--- src/rtl/i2c_pkg.sv ---
// Shared types and widths for the I2C slave responder.
package i2c_pkg;
  localparam int I2C_ADDR_W = 7;
  localparam int I2C_DATA_W = 8;
  localparam int I2C_CNT_W  = 4;

  typedef enum logic {
    I2C_WRITE = 1'b0,
    I2C_READ  = 1'b1
  } i2c_op_t;

  typedef enum logic [2:0] {
    IDLE, ADDR, ADDR_ACK, WR_DATA, WR_ACK, RD_DATA, RD_ACK, IGNORE
  } i2c_state_t;
endpackage

--- src/rtl/i2c_slave_responder_if.sv ---
// Bus lines plus user-side byte handshake of the I2C slave responder.
interface i2c_slave_responder_if import i2c_pkg::*; #(
  parameter int DW = I2C_DATA_W
) ();
  logic          scl_i;
  logic          sda_i;
  logic          sda_o;
  logic          wr_valid_o;
  logic [DW-1:0] wr_data_o;
  logic          rd_req_o;
  logic [DW-1:0] rd_data_i;
  logic          busy_o;
  logic          op_o;

  modport slave (
    input  scl_i, sda_i, rd_data_i,
    output sda_o, wr_valid_o, wr_data_o, rd_req_o, busy_o, op_o
  );
  modport master (
    output scl_i, sda_i, rd_data_i,
    input  sda_o, wr_valid_o, wr_data_o, rd_req_o, busy_o, op_o
  );
endinterface

--- src/rtl/i2c_line_sync.sv ---
// 2-flop synchronizer, 3-sample majority glitch filter and edge detect for one bus line.
// Filtered level lags the pin by about four clk_i cycles; edges are one-cycle strobes.
module i2c_line_sync (
  input  logic clk_i,
  input  logic rst_i,
  input  logic line_i,
  output logic level_o,
  output logic rise_o,
  output logic fall_o
);
  logic [1:0] sync_q;
  logic [2:0] hist_q;
  logic       filt_q;
  logic       maj;

  assign maj = (hist_q[0] & hist_q[1]) | (hist_q[0] & hist_q[2]) | (hist_q[1] & hist_q[2]);

  always_ff @(posedge clk_i) begin
    if (!rst_i) begin
      sync_q <= 2'b11;
      hist_q <= 3'b111;
      filt_q <= 1'b1;
    end else begin
      sync_q <= {sync_q[0], line_i};
      hist_q <= {hist_q[1:0], sync_q[1]};
      filt_q <= maj;
    end
  end

  assign level_o = maj;
  assign rise_o  = maj & ~filt_q;
  assign fall_o  = ~maj & filt_q;
endmodule

--- src/rtl/i2c_slave_responder.sv ---
// Byte-level I2C slave: ACKs its own address, emits received write bytes, fetches read bytes.
// sda_o moves one clk_i after each filtered SCL fall; no clock stretching, so rd_data_i must be valid by the next SCL fall.
module i2c_slave_responder import i2c_pkg::*; #(
  parameter int                        I2C_ADDR_WIDTH = I2C_ADDR_W,
  parameter int                        I2C_DATA_WIDTH = I2C_DATA_W,
  parameter logic [I2C_ADDR_WIDTH-1:0] SLAVE_ADDR     = 7'h22
) (
  input logic                  clk_i,
  input logic                  rst_i,
  i2c_slave_responder_if.slave bus
);
  localparam logic [I2C_CNT_W-1:0] ADDR_LAST = I2C_CNT_W'(I2C_ADDR_WIDTH);
  localparam logic [I2C_CNT_W-1:0] DATA_LAST = I2C_CNT_W'(I2C_DATA_WIDTH - 1);

  logic scl_lvl, scl_rise, scl_fall;
  logic sda_lvl, sda_rise, sda_fall;
  logic start_det, stop_det;

  i2c_state_t                state_q, state_d;
  logic [I2C_CNT_W-1:0]      cnt_q, cnt_d;
  logic [I2C_DATA_WIDTH-1:0] shreg_q, shreg_d, wr_data_q, wr_data_d, nb;
  logic                      sda_q, sda_d, wr_valid_q, wr_valid_d, rd_req_q, rd_req_d, busy_q, busy_d;
  i2c_op_t                   op_q, op_d;

  i2c_line_sync u_scl_sync (.clk_i(clk_i), .rst_i(rst_i), .line_i(bus.scl_i),
                            .level_o(scl_lvl), .rise_o(scl_rise), .fall_o(scl_fall));
  i2c_line_sync u_sda_sync (.clk_i(clk_i), .rst_i(rst_i), .line_i(bus.sda_i),
                            .level_o(sda_lvl), .rise_o(sda_rise), .fall_o(sda_fall));

  assign start_det = sda_fall & scl_lvl;
  assign stop_det  = sda_rise & scl_lvl;
  assign nb        = {shreg_q[I2C_DATA_WIDTH-2:0], sda_lvl};

  always_comb begin
    state_d    = state_q;
    cnt_d      = cnt_q;
    shreg_d    = shreg_q;
    sda_d      = sda_q;
    wr_valid_d = 1'b0;
    wr_data_d  = wr_data_q;
    rd_req_d   = 1'b0;
    busy_d     = busy_q;
    op_d       = op_q;
    if (start_det) begin
      state_d = ADDR;
      cnt_d   = '0;
      shreg_d = '0;
      sda_d   = 1'b1;
    end else if (stop_det) begin
      state_d = IDLE;
      cnt_d   = '0;
      shreg_d = '0;
      sda_d   = 1'b1;
      busy_d  = 1'b0;
    end else begin
      unique case (state_q)
        ADDR: if (scl_rise) begin
          shreg_d = nb;
          cnt_d   = cnt_q + 1'b1;
          if (cnt_q == ADDR_LAST) begin
            cnt_d   = '0;
            shreg_d = '0;
            if (nb[I2C_ADDR_WIDTH:1] == SLAVE_ADDR) begin
              state_d = ADDR_ACK;
              op_d    = i2c_op_t'(nb[0]);
              busy_d  = 1'b1;
            end else begin
              state_d = IGNORE;
              busy_d  = 1'b0;
            end
          end
        end
        // cnt 0: ACK slot not yet clocked; cnt 1: ACK clocked, leave on the next fall
        ADDR_ACK, WR_ACK: begin
          if (scl_fall && cnt_q == '0) begin
            sda_d = 1'b0;
          end else if (scl_rise) begin
            cnt_d    = 4'd1;
            rd_req_d = (state_q == ADDR_ACK) && (op_q == I2C_READ);
          end else if (scl_fall) begin
            cnt_d = '0;
            if (state_q == ADDR_ACK && op_q == I2C_READ) begin
              state_d = RD_DATA;
              shreg_d = bus.rd_data_i;
              sda_d   = bus.rd_data_i[I2C_DATA_WIDTH-1];
            end else begin
              state_d = WR_DATA;
              sda_d   = 1'b1;
            end
          end
        end
        WR_DATA: if (scl_rise) begin
          shreg_d = nb;
          cnt_d   = cnt_q + 1'b1;
          if (cnt_q == DATA_LAST) begin
            wr_data_d  = nb;
            wr_valid_d = 1'b1;
            state_d    = WR_ACK;
            cnt_d      = '0;
            shreg_d    = '0;
          end
        end
        RD_DATA: begin
          if (scl_rise) begin
            cnt_d = cnt_q + 1'b1;
            if (cnt_q == DATA_LAST) begin
              state_d = RD_ACK;
              cnt_d   = '0;
            end
          end else if (scl_fall) begin
            shreg_d = shreg_q << 1;
            sda_d   = shreg_q[I2C_DATA_WIDTH-2];
          end
        end
        RD_ACK: begin
          if (scl_fall && cnt_q == '0) begin
            sda_d = 1'b1;
          end else if (scl_rise) begin
            if (!sda_lvl) begin
              rd_req_d = 1'b1;
              cnt_d    = 4'd1;
            end else begin
              state_d = IGNORE;
              busy_d  = 1'b0;
            end
          end else if (scl_fall) begin
            state_d = RD_DATA;
            cnt_d   = '0;
            shreg_d = bus.rd_data_i;
            sda_d   = bus.rd_data_i[I2C_DATA_WIDTH-1];
          end
        end
        default: sda_d = 1'b1;
      endcase
    end
  end

  always_ff @(posedge clk_i) begin
    if (!rst_i) begin
      state_q    <= IDLE;
      cnt_q      <= '0;
      shreg_q    <= '0;
      sda_q      <= 1'b1;
      wr_valid_q <= 1'b0;
      wr_data_q  <= '0;
      rd_req_q   <= 1'b0;
      busy_q     <= 1'b0;
      op_q       <= I2C_WRITE;
    end else begin
      state_q    <= state_d;
      cnt_q      <= cnt_d;
      shreg_q    <= shreg_d;
      sda_q      <= sda_d;
      wr_valid_q <= wr_valid_d;
      wr_data_q  <= wr_data_d;
      rd_req_q   <= rd_req_d;
      busy_q     <= busy_d;
      op_q       <= op_d;
    end
  end

  assign bus.sda_o      = sda_q;
  assign bus.wr_valid_o = wr_valid_q;
  assign bus.wr_data_o  = wr_data_q;
  assign bus.rd_req_o   = rd_req_q;
  assign bus.busy_o     = busy_q;
  assign bus.op_o       = op_q;
endmodule

--- src/flat_wrapper.sv ---
// flat-port wrapper written by rule: the top's interface ports become plain ports
module i2c_slave_responder_flat import i2c_pkg::*;
#(
  parameter int                        I2C_ADDR_WIDTH = I2C_ADDR_W,
  parameter int                        I2C_DATA_WIDTH = I2C_DATA_W,
  parameter logic [I2C_ADDR_WIDTH-1:0] SLAVE_ADDR     = 7'h22
)
  (clk_i, rst_i, bus_scl_i, bus_sda_i, bus_rd_data_i, bus_sda_o, bus_wr_valid_o, bus_wr_data_o, bus_rd_req_o, bus_busy_o, bus_op_o);
  i2c_slave_responder_if bus_i ();
  input logic clk_i;
  input logic rst_i;
  input wire logic [$bits(bus_i.scl_i)-1:0] bus_scl_i;
  input wire logic [$bits(bus_i.sda_i)-1:0] bus_sda_i;
  input wire logic [$bits(bus_i.rd_data_i)-1:0] bus_rd_data_i;
  output wire logic [$bits(bus_i.sda_o)-1:0] bus_sda_o;
  output wire logic [$bits(bus_i.wr_valid_o)-1:0] bus_wr_valid_o;
  output wire logic [$bits(bus_i.wr_data_o)-1:0] bus_wr_data_o;
  output wire logic [$bits(bus_i.rd_req_o)-1:0] bus_rd_req_o;
  output wire logic [$bits(bus_i.busy_o)-1:0] bus_busy_o;
  output wire logic [$bits(bus_i.op_o)-1:0] bus_op_o;
  assign bus_i.scl_i = bus_scl_i;
  assign bus_i.sda_i = bus_sda_i;
  assign bus_i.rd_data_i = bus_rd_data_i;
  assign bus_sda_o = bus_i.sda_o;
  assign bus_wr_valid_o = bus_i.wr_valid_o;
  assign bus_wr_data_o = bus_i.wr_data_o;
  assign bus_rd_req_o = bus_i.rd_req_o;
  assign bus_busy_o = bus_i.busy_o;
  assign bus_op_o = bus_i.op_o;
  i2c_slave_responder #(.I2C_ADDR_WIDTH(I2C_ADDR_WIDTH), .I2C_DATA_WIDTH(I2C_DATA_WIDTH), .SLAVE_ADDR(SLAVE_ADDR)) u_core (.clk_i(clk_i), .rst_i(rst_i), .bus(bus_i));
endmodule
--- config.mk ---
export PLATFORM = sky130hd
export DESIGN_NAME = i2c_slave_responder_flat
export DESIGN_NICKNAME = d
export VERILOG_FILES = /design/src/rtl/i2c_pkg.sv /design/src/rtl/i2c_slave_responder_if.sv /design/src/rtl/i2c_line_sync.sv /design/src/rtl/i2c_slave_responder.sv /design/src/flat_wrapper.sv
export SDC_FILE = /design/constraint.sdc
export NUM_CORES = 1
export LEC_CHECK = 0
export ABC_AREA = 1
export CORE_MARGIN = 2
export CORE_UTILIZATION = 49
export CTS_CLUSTER_SIZE = 14
export DETAILED_ROUTE_END_ITERATION = 7
export PLACE_DENSITY = 0.75
export SYNTH_ARGS = -nofsm -noshare
export SYNTH_HDL_FRONTEND = slang
export SYNTH_SLANG_ARGS = --single-unit
--- constraint.sdc ---
create_clock -name clk_i -period 1.45 [get_ports clk_i]
set_input_delay 0.29 -clock clk_i [delete_from_list [all_inputs] [get_ports clk_i]]
set_output_delay 0.29 -clock clk_i [all_outputs]
set_load 0.005 [all_outputs]
# [Word level (Yosys, flattened, before mapping)]
# Index checks and enable logic that the tools add are counted.
[totals] regBits=39 in_bits=12 wordCells=177
[classes] n_addsub=1 eq_ne=49 n_mux=64 bitwise=26 reduce_logical=21
[op_table] operator="7-bit 2-to-1 mux" n=11
[op_table] operator="3-bit 2-to-1 mux" n=15
[op_table] operator="4-bit 2-to-1 mux" n=8
[op_table] operator="4-bit by 1-bit != test with 1-bit output (second input constant)" n=7
[op_table] operator="7-bit one-hot mux with 4 select lines" n=1
[op_table] operator="13-bit AND reduction" n=2
[op_table] operator="1-bit 2-to-1 mux" n=24
[op_table] operator="2-bit by 1-bit != test with 1-bit output (second input constant)" n=12
[op_table] operator="3-bit by 1-bit != test with 1-bit output (second input constant)" n=7
[op_table] operator="3-bit one-hot mux with 5 select lines" n=1
[op_table] operator="7-bit AND reduction" n=2
[op_table] operator="1-bit bitwise AND" n=12
[op_table] operator="3-bit != test (second input constant)" n=4
[op_table] operator="4-bit one-hot mux with 3 select lines" n=1
[op_table] operator="11-bit AND reduction" n=1
[op_table] operator="2-bit != test (second input constant)" n=5
[op_table] operator="1-bit inverter" n=10
[op_table] operator="5-bit AND reduction" n=2
[op_table] operator="3-bit == test (second input constant)" n=3
[op_table] operator="4-bit by 2-bit != test with 1-bit output (second input constant)" n=2
[op_table] operator="7-bit by 6-bit == test with 1-bit output (second input constant)" n=1
[op_table] operator="7-bit nonzero test" n=1
[op_table] operator="3-bit by 2-bit == test with 1-bit output (second input constant)" n=2
[op_table] operator="6-bit AND reduction" n=1
[op_table] operator="other kinds (18)" n=26

# [Depth between registers and ports, before layout]
# Gate-level depths: netlist (run 1).
[depth] word_depth=11 ltp_mapped=11 mapped_depth_nobuf=11

# [Hierarchy]
# A second synthesis (run 1) with hierarchy kept.
[unflattened] hier_cells=308 hier_area_um2=2067.0
[by_module_without_submodules] module="i2c_slave_responder" instances=1 cells_each=252 area_per_inst_um2=1649.1 seq_area_each_um2=540.5
[by_module_without_submodules] module="i2c_line_sync" instances=2 cells_each=28 area_per_inst_um2=209.0 seq_area_each_um2=120.1

# [Worst setup path after synthesis (run 1)]
# No wires, ideal clock.
[synth_timing] kind="reg2reg" start="reg u_core.u_sda_sync.hist_q[0]" end="reg u_core.cnt_q[3]" setup_ns=0.115 arrival_ns=1.406 required_time_ns=1.335 setup_slack_ns=-0.071 stages_incl_launch_ff=11 path_buffers=2 synth_period_minus_slack_ns=1.521 path_cell_list="dfxtp_1 nand2_1 a21oi_4 nand3_2 and2_1 buf_4 nand2_2 inv_2 buf_4 o21ai_1 nor2_1"
[synth_via] elab_chain_len=7
[synth_rtl] element="start, declared" line="i2c_line_sync.sv:12" source="logic [2:0] hist_q;"
[synth_rtl] element="start signal, assigned" line="i2c_line_sync.sv:25" source="hist_q <= {hist_q[1:0], sync_q[1]};"
[synth_rtl] element="1-bit bitwise AND" line="i2c_line_sync.sv:16" source="assign maj = (hist_q[0] & hist_q[1]) | (hist_q[0] & hist_q[2]) | (hist_q[1] & hist_q[2]);"
[synth_rtl] element="1-bit OR * (2 in series)" line="i2c_line_sync.sv:16"
[synth_rtl] element="1-bit inverter" line="i2c_line_sync.sv:32" source="assign fall_o = ~maj & filt_q;"
[synth_rtl] element="1-bit bitwise AND" line="i2c_line_sync.sv:32"
[synth_rtl] element="1-bit bitwise AND" line="i2c_slave_responder.sv:30" source="assign start_det = sda_fall & scl_lvl;"
[synth_rtl] element="3-bit OR reduction (no source line)"
[synth_rtl] element="end signal, assigned" line="i2c_slave_responder.sv:151" source="cnt_q <= cnt_d;"
[synth_rtl] element="end, declared" line="i2c_slave_responder.sv:20" source="logic [I2C_CNT_W-1:0] cnt_q, cnt_d;"
# Every way passes the cells marked *; elsewhere a longest branch is shown, timed or not.
# A chain may end at the register's enable or synchronous reset.

# [Final worst setup path (run 1)]
[layout_timing] start="reg u_core.cnt_q[0]" end="reg u_core.shreg_q[1]"
[layout_via] elab_chain_len=4
[layout_rtl] element="4-bit by 3-bit == test with 1-bit output / 4-bit logical NOT (equally long branches)"
[layout_rtl] element="7-bit 2-to-1 mux / 1-bit logical AND (equally long branches)"
[layout_rtl] element="7-bit 2-to-1 mux / 2-bit != test (equally long branches)"
[layout_rtl] element="7-bit one-hot mux with 4 select lines / 11-bit AND reduction (equally long branches)"
[layout_rtl] element="end signal, assigned" line="i2c_slave_responder.sv:152" source="shreg_q <= shreg_d;"
[layout_rtl] element="end, declared" line="i2c_slave_responder.sv:21" source="logic [I2C_DATA_WIDTH-1:0] shreg_q, shreg_d, wr_data_q, wr_data_d, nb;"
# Several ways; a longest one is shown, not always the timed one. The select of a mux whose other input is x is not followed.

==> run_results.csv, run 1 <==
group,metric,value,unit
status,outcome,"finished, violations left",
status,violations,"negative setup slack",
timing,slew_headroom,77.7,%
routing,vias,2413,
routing,remaining_drc_errors,0,
routing,wl_per_cell,16.1,um
timing,worst_pin_slew,0.335,ns
yosys,netlist.area_leader.share,38.8,%
routing,viasPerCell,5.52,
final_layout,synthToLayoutAreaGrowth,61.1,%
final_layout,drive_gt1_share,43.7,%
global_routing,busiest_layer,"met2",
clock_tree,clk_pin_slew_worst_paths,0.08,ns
clock_tree,clockRootBuffer,"clkbuf_8",
setup_path,cp-start-kind,"flip-flop",
min_path,min-delay-start,"u_core.u_sda_sync.sync_q[1]$_SDFF_PN1_",
placement,post-dp-hpwl,3910,um
clock_tree,cts_sinks,39,
timing,fmax,599,MHz
setup_path,worstPathArrival,1.85,ns
setup_path,worst-path-buf-inv,3,
timing,fin_skew,0.00756,ns
setup_path,timing.rr.end,"u_core.shreg_q[1]$_SDFFE_PP0P_",
setup_path,cpPeakStageDelay,0.40,ns
floorplan,fp.dieH,68.1,um
setup_path,path_cells,"inv_4, ha_4, inv_2, nor2_4, buf_4, a31oi_4, nand2_4, o21ai_2, a21oi_1",
final_layout,insertedDiodeCount,0,
timing,slew_viol_final,0,
yosys,synth.largest_area_cell,"dfxtp_1",
timing,finalHoldViolCount,0,
min_path,hold_path.class,"flip-flop to flip-flop",
clock_tree,numCtsBuffers,5,
setup_path,cp.required,1.63,ns
timing,finalSetupViolations,25,
run,maxCapViolCount,0,
yosys,synthDistinctLibCells,32,
pwr,power.leakage,1.60,nW
setup_path,r2r_slack,-0.22,ns
timing,hold_ws,0.417,ns
clock_tree,clockBufferDepth,2,
global_routing,overflow,0,
setup_path,rr_worst_depth,9,
clock_tree,tritoncts,"done",
yosys,avgSynthCellArea,6.71,um^2
pwr,p_per_area,1340,mW/mm^2
clock_tree,cts.hold.buffers_added,0,
clock_tree,cts_max_level,2,
global_routing,grt_max_degree,14,
setup_path,cpMaxStageDelayCell,"dfxtp_4",
min_path,min_to,"u_core.u_sda_sync.hist_q[0]$_SDFF_PN1_",
setup_path,r2r_start,"u_core.cnt_q[0]$_SDFFE_PP0P_",
global_routing,grt_use_met1,33.4,%
global_routing,grt_usage,28.3,%
yosys,ys_ff_latch,39,
yosys,synthFlopType,"dfxtp_1",
placement,place.gp.congestion,0.914,
min_path,holdPathStages,1,
floorplan,io_pins,25,
yosys,yosysWarnings,0,
setup_path,crit_type,"flip-flop to flip-flop",
pwr,ir_drop,0.946,mV
routing,drt_wl_total,7050,um
global_routing,gr-usage-met2,48.3,%
yosys,netlist_instances,300,
floorplan,rows,23,
yosys,async_flop_share,0,%
clock_tree,clock_latency,0.30,ns
timing,finalCriticalPeriod,1.67,ns
timing,rsz0062_at_grt,"yes",
floorplan,dieArea,0.00464,mm^2
setup_path,end_kind,"flip-flop",
timing,final.setup.worst_slack,-0.220,ns
routing,dr.first_iter.drc_count,240,
global_routing,grt_pass1_wl,9680,um
pwr,finalPower,4.34,mW
floorplan,die_w,68.1,um
routing,ant_nets,0,
global_routing,grt_pass1_vias,2214,
floorplan,start_util,50.7,%
yosys,synth_edf_count,0,
placement,port_buffers,24,
yosys,ys_seq_area_share,38.8,%
yosys,synth_area,0.00201,mm^2
routing,dr.pass1.iters,5,
setup_path,cp_top_family,"compound AO/OA/AOI/OAI gates",
yosys,synth_nets,314,
global_routing,grtUsageMet3,6.25,%
setup_path,path_max_fanout,7,
timing,final.period_utilization,115,%
yosys,synthTopCellsByArea,"dfxtp_1 (39%), nand2_1 (11%), nor2_1 (10%)",
floorplan,core_area,0.00397,mm^2
final_layout,fin_nets,400,
final_layout,post-route-util,81.7,%
final_layout,n_fill_cell,230,
global_routing,antenna_found_initial,0,
==> per-stage QoR <==
step                      worst slack, ns  instance area (um^2)  setup TNS, ns  std cells
after floorplan                   0.00341                  2040              0        300
after global placement             -0.178                  2670          -3.31        418
after detailed placement           -0.250                  2670          -4.30        418
after CTS                         -0.0877                  3000          -1.28        431
after global routing               -0.337                  3240          -4.52        437
final                              -0.220                  3240          -2.34        437
==> power breakdown <==
part | internal (mW) | leakage [nW] | total, mW | switching, mW
Combinational | 0.923 | 1.22 | 2.05 | 1.13
Sequential | 1.19 | 0.320 | 1.32 | 0.131
Clock | 0.557 | 0.0612 | 0.968 | 0.411
Total | 2.67 | 1.60 | 4.34 | 1.67
==> metal layers <==
layer  share of wire [%]  vias up
li1                    -     1135
met1                  42     1129
met2                  48      120
met3                 6.1       29
met4                 3.4        0
met5                   0        -
==> sequential cells by signal, summed over array words and instances, names as in the netlist, 2 cells and up <==
signal                    count
u_core.bus.wr_data_o          8
u_core.shreg_q                7
u_core.cnt_q                  4
u_core.state_q                3
u_core.u_scl_sync.hist_q      3
u_core.u_sda_sync.hist_q      3
u_core.u_scl_sync.sync_q      2
u_core.u_sda_sync.sync_q      2
==> logic make-up (layout without fill, tap and decap cells) <==
group | Yosys count | count (layout) | synth area share, %
simple gates | 162 | 164 | 35.9
compound gates | 52 | 52 | 14.2
buf+inv | 44 | 129 | 9.38
flops | 39 | 39 | 38.8
fa+ha+maj | 2 | 2 | 1.24
xor+xnor | 1 | 1 | 0.435
==> how the worst max path moves through the flow <==
stage                                                       from                             end  cells past startpoint
after global routing      u_core.u_scl_sync.hist_q[2]$_SDFF_PN1_    u_core.cnt_q[0]$_SDFFE_PP0P_                     11
after floorplan                   u_core.state_q[2]$_SDFFE_PP0P_  u_core.shreg_q[5]$_SDFFE_PP0P_                     10
after global placement              u_core.cnt_q[1]$_SDFFE_PP0P_  u_core.state_q[2]$_SDFFE_PP0P_                     10
after detailed placement            u_core.cnt_q[1]$_SDFFE_PP0P_  u_core.state_q[2]$_SDFFE_PP0P_                     10
final                               u_core.cnt_q[0]$_SDFFE_PP0P_  u_core.shreg_q[1]$_SDFFE_PP0P_                      9
after CTS                           u_core.cnt_q[0]$_SDFFE_PP0P_  u_core.state_q[0]$_SDFFE_PN0P_                     10
==> cells in the mapped netlist (2+ instances only) <==
master / count
o21ai_0: 27
a21oi_1: 12
nand2_1: 58
nand2_2: 5
nor2_2: 2
and2_1: 2
o21ai_1: 8
nand4_1: 4
nor3_1: 3
dfxtp_1: 39
inv_1: 30
buf_4: 2
or2_2: 7
ha_1: 2
buf_6: 2
nand3_1: 21
inv_2: 7
nor2_1: 55
==> cells in the final DEF, fill, tap and decap left out, types with 5 or more instances in the layout <==
cell type	count
nor2_4	8
o21ai_1	15
nand3_1	9
nand2_1	43
o21ai_2	7
dlymetal6s2s_1	8
nand2_2	13
or2_2	7
dfxtp_1	28
clkdlybuf4s50_1	16
inv_1	18
dfxtp_2	6
inv_2	16
a21oi_1	10
nand2_4	8
nor2_1	46
nand3_2	10
buf_4	55
dfxtp_4	5
clkbuf_8	6
o21ai_0	12
==> area by class of cell <==
cell class                 instances  area (um^2)  area share (%)
inverter                          38          155            4.78
clock inverter                     2         35.0            1.08
clock buffer                       6         82.6            2.55
tap                               50         62.6            1.93
multi-input combinational        219         1380            42.6
sequential                        39          807            24.9
timing repair buffer              83          718            22.1
==> repair_timing <==
action | 4_1_cts | 5_1_grt
gates cloned | 1 | 1
buffers inserted | 4 | 6
pin swaps | 14 | 24
gates resized for setup | 52 | 75
setup endpoints to repair | 27 | 34
(Power assumes the default switching activity.)
==> run 2: changes to the inputs <==
- CORE_UTILIZATION: 49 -> 50
- PLACE_DENSITY: 0.75 -> 0.76
- SYNTH_HIERARCHICAL: unset -> 1
==> run 2 against run 1 <==
Effect of this change:
- the flow still finishes with violations (negative setup slack)
- core utilization fell by 0.90 points
- worst setup slack got worse by 0.061 ns
- final area is 0.39% lower
- via count shrank 2.5%
- register-to-register slack worse by 0.06 ns
- synthesized cell count up 2.7%
- largest power group unchanged
- highest routed layer unchanged
==> run_results.csv, run 2 <==
group,metric,value,unit
yosys,synthTopCellsByArea,"dfxtp_1 (38%), nand2_1 (14%), inv_1 (8.4%)",
clock_tree,clk_pin_slew_worst_paths,0.08,ns
timing,final.setup.worst_slack,-0.281,ns
pwr,finalPower,3.73,mW
floorplan,start_util,51.7,%
global_routing,overflow,0,
setup_path,cp.required,1.68,ns
timing,finalSetupViolations,26,
yosys,synth_compound_area_share,16.8,%
final_layout,insertedDiodeCount,0,
yosys,avgSynthCellArea,6.71,um^2
yosys,ys_seq_area_share,37.8,%
setup_path,cp-start-kind,"flip-flop",
yosys,yosys.area_share.simple,34.0,%
final_layout,n_fill_cell,280,
floorplan,dieArea,0.00466,mm^2
floorplan,rows,23,
final_layout,mostFrequentLayoutCell,"nand2_1",
routing,remaining_drc_errors,0,
placement,place.gp.congestion,0.965,
clock_tree,cts.hold.buffers_added,0,
status,outcome,"finished, violations left",
pwr,power.leakage,1.63,nW
yosys,synthFlopType,"dfxtp_1",
timing,finalCriticalPeriod,1.73,ns
min_path,hold_path.class,"flip-flop to flip-flop",
final_layout,synthToLayoutAreaGrowth,56.3,%
final_layout,drive_gt1_share,38.5,%
setup_path,end_kind,"flip-flop",
yosys,netlist_instances,308,
clock_tree,clockRootBuffer,"clkbuf_8",
setup_path,path_cells,"inv_1, nand2_1, nand2_2, nor2_4, buf_6, nor2_4, nand2_4, a21oi_4, nand3_4, nand2_1, nand2_1, nor2_1",
yosys,synth.most_common_cell,"nand2_1",
global_routing,grt_max_degree,23,
clock_tree,cts_sinks,39,
run,maxCapViolCount,0,
yosys,yosysWarnings,6,
placement,placed_cells,431,
routing,dr.pass1.iters,4,
yosys,ys_ff_latch,39,
clock_tree,clockBufferDepth,2,
global_routing,grt_pass1_vias,2197,
placement,pre_cts_ws,-0.266,ns
final_layout,fin_nets,414,
status,violations,"negative setup slack",
placement,post-dp-hpwl,4360,um
yosys,synth_top_family_by_area,"simple AND/OR/NAND/NOR gates",
setup_path,cpMaxStageDelayCell,"dfxtp_4",
floorplan,io_pins,25,
clock_tree,cts_max_level,2,
yosys,synthDistinctLibCells,26,
timing,fin_skew,0.00751,ns
routing,drt_wl_total,6450,um
global_routing,antenna_found_initial,0,
yosys,synth_fa_ha_area_share,1.21,%
clock_tree,tritoncts,"done",
yosys,synth_edf_count,0,
yosys,synth.largest_area_cell,"dfxtp_1",
timing,slew_headroom,78.9,%
timing,worst_pin_slew,0.316,ns
setup_path,path_max_fanout,7,
global_routing,grt_usage,28.5,%
yosys,synth_mux_area_share,0,%
yosys,netlist.area_leader.share,37.8,%
floorplan,fp.dieH,68.3,um
setup_path,cpPeakStageDelay,0.36,ns
routing,viasPerCell,5.23,
yosys,yosys-top-cells-count,"nand2_1 (78), inv_1 (46), dfxtp_1 (39), nor2_1 (35), a21oi_1 (28)",
final_layout,finalNonFillerCells,450,
pwr,p_per_area,1150,mW/mm^2
routing,dr.first_iter.drc_count,222,
timing,final.period_utilization,119,%
setup_path,critPathMostFrequentCell,"nand2_1",
global_routing,grt_pass1_wl,9860,um
pwr,ir_drop,0.804,mV
final_layout,layout_common_cells,"nand2_1 (60), buf_4 (56), inv_1 (40)",
yosys,synth_nets,322,
final_layout,largest_reg_flops,8,
floorplan,die_w,68.3,um
routing,ant_nets,0,
routing,vias,2352,
setup_path,crit_type,"flip-flop to flip-flop",
floorplan,core_area,0.00400,mm^2
clock_tree,clock_latency,0.29,ns
yosys,async_flop_share,0,%
timing,rsz0062_at_grt,"yes",
timing,slew_viol_final,0,
timing,fmax,578,MHz
clock_tree,numCtsBuffers,5,
setup_path,worstPathArrival,1.96,ns
routing,wl_per_cell,14.3,um
yosys,synth_area,0.00207,mm^2
yosys,synth_xor_area_share,0,%
timing,finalHoldViolCount,0,
placement,port_buffers,24,
==> run 2: changes by cell type after synthesis, sizes merged, moves of 2 or more <==
| cell | before | now |
|---|---|---|
| o21ai | 35 | 25 |
| nand2 | 63 | 87 |
| or2 | 7 | 0 |
| inv | 37 | 48 |
| buf | 5 | 3 |
| nand3 | 22 | 14 |
| nor3 | 3 | 1 |
| nand4 | 4 | 9 |
| nor2 | 58 | 42 |
| and2 | 2 | 0 |
| a21oi | 13 | 30 |
==> run 2: cell families after synthesis <==
logic type / after synthesis
AOI/OAI and AO/OA: 62
adders and majority gates: 2
buffers and inverters: 52
DFF: 39
and+or+nand+nor: 153
==> run 2: stage by stage <==
step | area [um^2] | TNS, ns | utilization [%] | hold WS, ns
after floorplan | 2090 | -0.129 | - | 0.359
after global placement | 2770 | -2.72 | 69.2 | 0.382
after detailed placement | 2770 | -4.12 | 69.2 | 0.391
after CTS | 3080 | -3.43 | 76.9 | 0.409
after global routing | 3230 | -6.81 | 80.8 | 0.426
final | 3230 | -4.49 | 80.8 | 0.409
==> run 2: what timing repair did <==
action | 4_1_cts | 5_1_grt
resized for setup | 47 | 47
pin swaps | 23 | 24
endpoints found under the hold margin | 0 | 0
setup endpoints to repair | 29 | 34
setup buffers | 12 | 2
cloned | 1 | 0
==> run 2: where the power goes <==
part           switching [mW]  internal [mW]  total, mW
registers              0.0966           1.17       1.27
clock network           0.389          0.503      0.892
logic                   0.934          0.629       1.56
total                    1.42           2.31       3.73
==> run 2: path summary, 6_finish.rpt <==
path                                                              from                                endpoint  slack, ns  depth (start not counted)
worst max-delay path            u_core/u_scl_sync/hist_q[2]$_SDFF_PN1_          u_core/shreg_q[6]$_SDFFE_PP0P_      -0.28                         12
worst max register to register  u_core/u_scl_sync/hist_q[2]$_SDFF_PN1_          u_core/shreg_q[6]$_SDFFE_PP0P_      -0.28                         12
worst min-delay path            u_core/u_scl_sync/sync_q[1]$_SDFF_PN1_  u_core/u_scl_sync/hist_q[0]$_SDFF_PN1_       0.41                          2
worst min register to register  u_core/u_scl_sync/sync_q[1]$_SDFF_PN1_  u_core/u_scl_sync/hist_q[0]$_SDFF_PN1_       0.41                          2
==> run 2: cell type report <==
class                      count  area (um^2)  area share [%]
multi-input combinational    218         1310            40.4
sequential                    39          800            24.7
timing repair buffer          87          764            23.7
inverter                      49          191            5.93
clock buffer                   5         68.8            2.13
tap                           50         62.6            1.94
clock inverter                 2         37.5            1.16
==> run 2: per-layer routing <==
| metal | track usage [%] | part of all wire, % |
|---|---|---|
| met4 | 9.75 | 1.7 |
| met3 | 5.59 | 5.4 |
| met2 | 46.7 | 49 |
| met5 | 0 | 0 |
| met1 | 37.5 | 44 |
==> run 2: worst max-delay path, delay by kind of cell, from the launching register on <==
family                 cells  cell delay, ns
flip-flops                 1            0.36
buffers and inverters      2            0.18
AO/OA/AOI/OAI              1            0.27
AND/OR/NAND/NOR            9            0.85
==> run 3: changes to the inputs <==
- CORE_MARGIN: 2 -> 5
- CTS_CLUSTER_DIAMETER: unset -> 30
==> run 3 against run 2 <==
Effect of this change:
- sequential power barely moved
- total power rose by 0.34%
- the flow still finishes with violations (negative setup slack)
- global-route usage fell by 5.7 points
- register-to-register slack improved by 0.02 ns
- clock skew barely moved
- critical path depth rose by 1
- count of clock-buffer cells in the layout did not move
==> run_results.csv, run 3 (same netlist as run 2, synthesis figures left out) <==
group,metric,value,unit
status,outcome,"finished, violations left",
status,violations,"negative setup slack",
routing,remaining_drc_errors,0,
clock_tree,clockRootBuffer,"clkbuf_8",
setup_path,cp_top_family,"simple AND/OR/NAND/NOR gates",
setup_path,cp.required,1.65,ns
setup_path,path_cells,"nand2_4, nand2_2, nand2_2, nor2_4, inv_2, nand2_2, a21oi_2, nor2_2, nand3_2, nand2_1, nand3_1, nand2_1, inv_1",
floorplan,rows,23,
routing,vias,2473,
timing,slew_headroom,76.5,%
timing,finalSetupTns,-4.51,ns
timing,final.setup.worst_slack,-0.265,ns
routing,viasPerCell,5.47,
pwr,p_int,2.23,mW
global_routing,overflow,0,
setup_path,cp-start-kind,"flip-flop",
final_layout,layout_common_cells,"nand2_1 (62), buf_4 (53), inv_1 (40)",
pwr,pwr-share-clk,20.3,%
setup_path,critPathMostFrequentCell,"nand2_2",
pwr,finalPower,3.74,mW
floorplan,fp.dieH,74.3,um
timing,finalHoldViolCount,0,
final_layout,drive_gt1_share,38.6,%
final_layout,final-seq-area,805,um^2
pwr,p_sw,1.51,mW
final_layout,synthToLayoutAreaGrowth,56.2,%
clock_tree,tritoncts,"done",
routing,drt_wl_total,7010,um
setup_path,r2r_slack,-0.26,ns
final_layout,n_fill_cell,258,
timing,fin_skew,0.00759,ns
pwr,p_per_area,1160,mW/mm^2
timing,worst_pin_slew,0.348,ns
final_layout,final_cell_area,0.00323,mm^2
final_layout,fin_nets,415,
clock_tree,cts_sinks,39,
clock_tree,cts.hold.buffers_added,0,
timing,slew_viol_final,0,
pwr,power.leakage,1.64,nW
global_routing,grt_pass1_vias,2225,
placement,port_buffers,24,
setup_path,cpPeakStageDelay,0.39,ns
floorplan,start_util,51.7,%
global_routing,grt_max_degree,23,
timing,finalCriticalPeriod,1.71,ns
placement,dpl-instance-area,0.00277,mm^2
routing,dr.first_iter.drc_count,268,
timing,final.period_utilization,118,%
final_layout,largest_reg_flops,8,
routing,ant_nets,0,
run,maxCapViolCount,0,
setup_path,cpMaxStageDelayCell,"dfxtp_4",
global_routing,grt_usage,22.8,%
setup_path,worst-path-buf-inv,2,
setup_path,end_kind,"flip-flop",
pwr,ir_drop,0.788,mV
routing,wl_per_cell,15.5,um
placement,pre_cts_ws,-0.236,ns
global_routing,antenna_found_initial,0,
clock_tree,clockBufferDepth,2,
final_layout,insertedDiodeCount,0,
timing,hold_ws,0.405,ns
pwr,seqPwrFrac,33.9,%
timing,rsz0062_at_grt,"yes",
clock_tree,numCtsBuffers,5,
final_layout,multi_input_area,0.00129,mm^2
floorplan,die_w,74.3,um
floorplan,dieArea,0.00552,mm^2
floorplan,io_pins,25,
min_path,hold_path.class,"flip-flop to flip-flop",
final_layout,mostFrequentLayoutCell,"nand2_1",
clock_tree,cts_max_level,2,
setup_path,path_max_fanout,5,
pwr,combPwrFrac,45.8,%
global_routing,grt_pass1_wl,9760,um
setup_path,worstPathArrival,1.91,ns
pwr,netSwitchingFraction,40.3,%
placement,place.gp.congestion,0.960,
timing,finalSetupViolations,27,
clock_tree,clk_pin_slew_worst_paths,0.08,ns
routing,dr.pass1.iters,7,
timing,fmax,583,MHz
floorplan,core_area,0.00400,mm^2
placement,post-dp-hpwl,4180,um
setup_path,crit_type,"flip-flop to flip-flop",
clock_tree,clock_latency,0.29,ns
[run 3: layout make-up]
class	count	share of cell area, %
Multi-Input combinational cell	218	40.0
Clock inverter	3	0.736
Timing Repair Buffer	87	24.2
Timing Repair inverter	1	0.155
Inverter	49	5.93
Clock buffer	5	2.13
Tap cell	50	1.94
Sequential cell	39	24.9
[run 3: path summary, 6_finish.rpt]
| check | start | endpoint | cells past startpoint |
|---|---|---|---|
| worst max-delay path | u_core/u_scl_sync/hist_q[0]$_SDFF_PN1_ | u_core/state_q[0]$_SDFFE_PN0P_ | 13 |
| worst min-delay path | u_core/u_scl_sync/sync_q[1]$_SDFF_PN1_ | u_core/u_scl_sync/hist_q[0]$_SDFF_PN1_ | 2 |
| worst max register to register | u_core/u_scl_sync/hist_q[0]$_SDFF_PN1_ | u_core/state_q[0]$_SDFFE_PN0P_ | 13 |
| worst min register to register | u_core/u_scl_sync/sync_q[1]$_SDFF_PN1_ | u_core/u_scl_sync/hist_q[0]$_SDFF_PN1_ | 2 |
[run 3: worst register-to-register path, delay by kind of cell (launching register included)]
family | cells | cell delay [ns]
and+or+nand+nor | 10 | 1.04
buffers and inverters | 2 | 0.13
AOI/OAI and AO/OA | 1 | 0.06
DFF | 1 | 0.39
[run 3: repair_timing]
item	CTS	global route
pin swaps	20	26
endpoints found under the setup margin	27	36
cloned	2	0
gates resized for setup	36	58
setup buffers	7	5
[run 3: power groups by stage]
stage | sequential (mW) | clock, mW | combinational (mW)
5_1_grt | 1.28 | 0.833 | 1.84
2_1_floorplan | 1.27 | 0 | 0.847
4_1_cts | 1.26 | 0.776 | 1.40
3_5_place_dp | 1.28 | 0 | 1.33
6_report | 1.27 | 0.758 | 1.71
3_3_place_gp | 1.28 | 0 | 1.30
[run 3: layer usage]
layer  routed length [um]  vias to the layer above  global-route usage, %
met5                    0                        -                      0
met4                  176                        0                   9.09
met3                  500                       23                   4.86
met2                 3540                      130                   36.9
met1                 2800                     1145                   29.7
li1                     -                     1175                      -
[run 3: through the flow]
step | instances | util, %
floorplan | 308 | -
global placement | 431 | 69.2
detailed placement | 431 | 69.2
CTS | 448 | 75.4
global route | 452 | 80.7
finish | 452 | 80.7
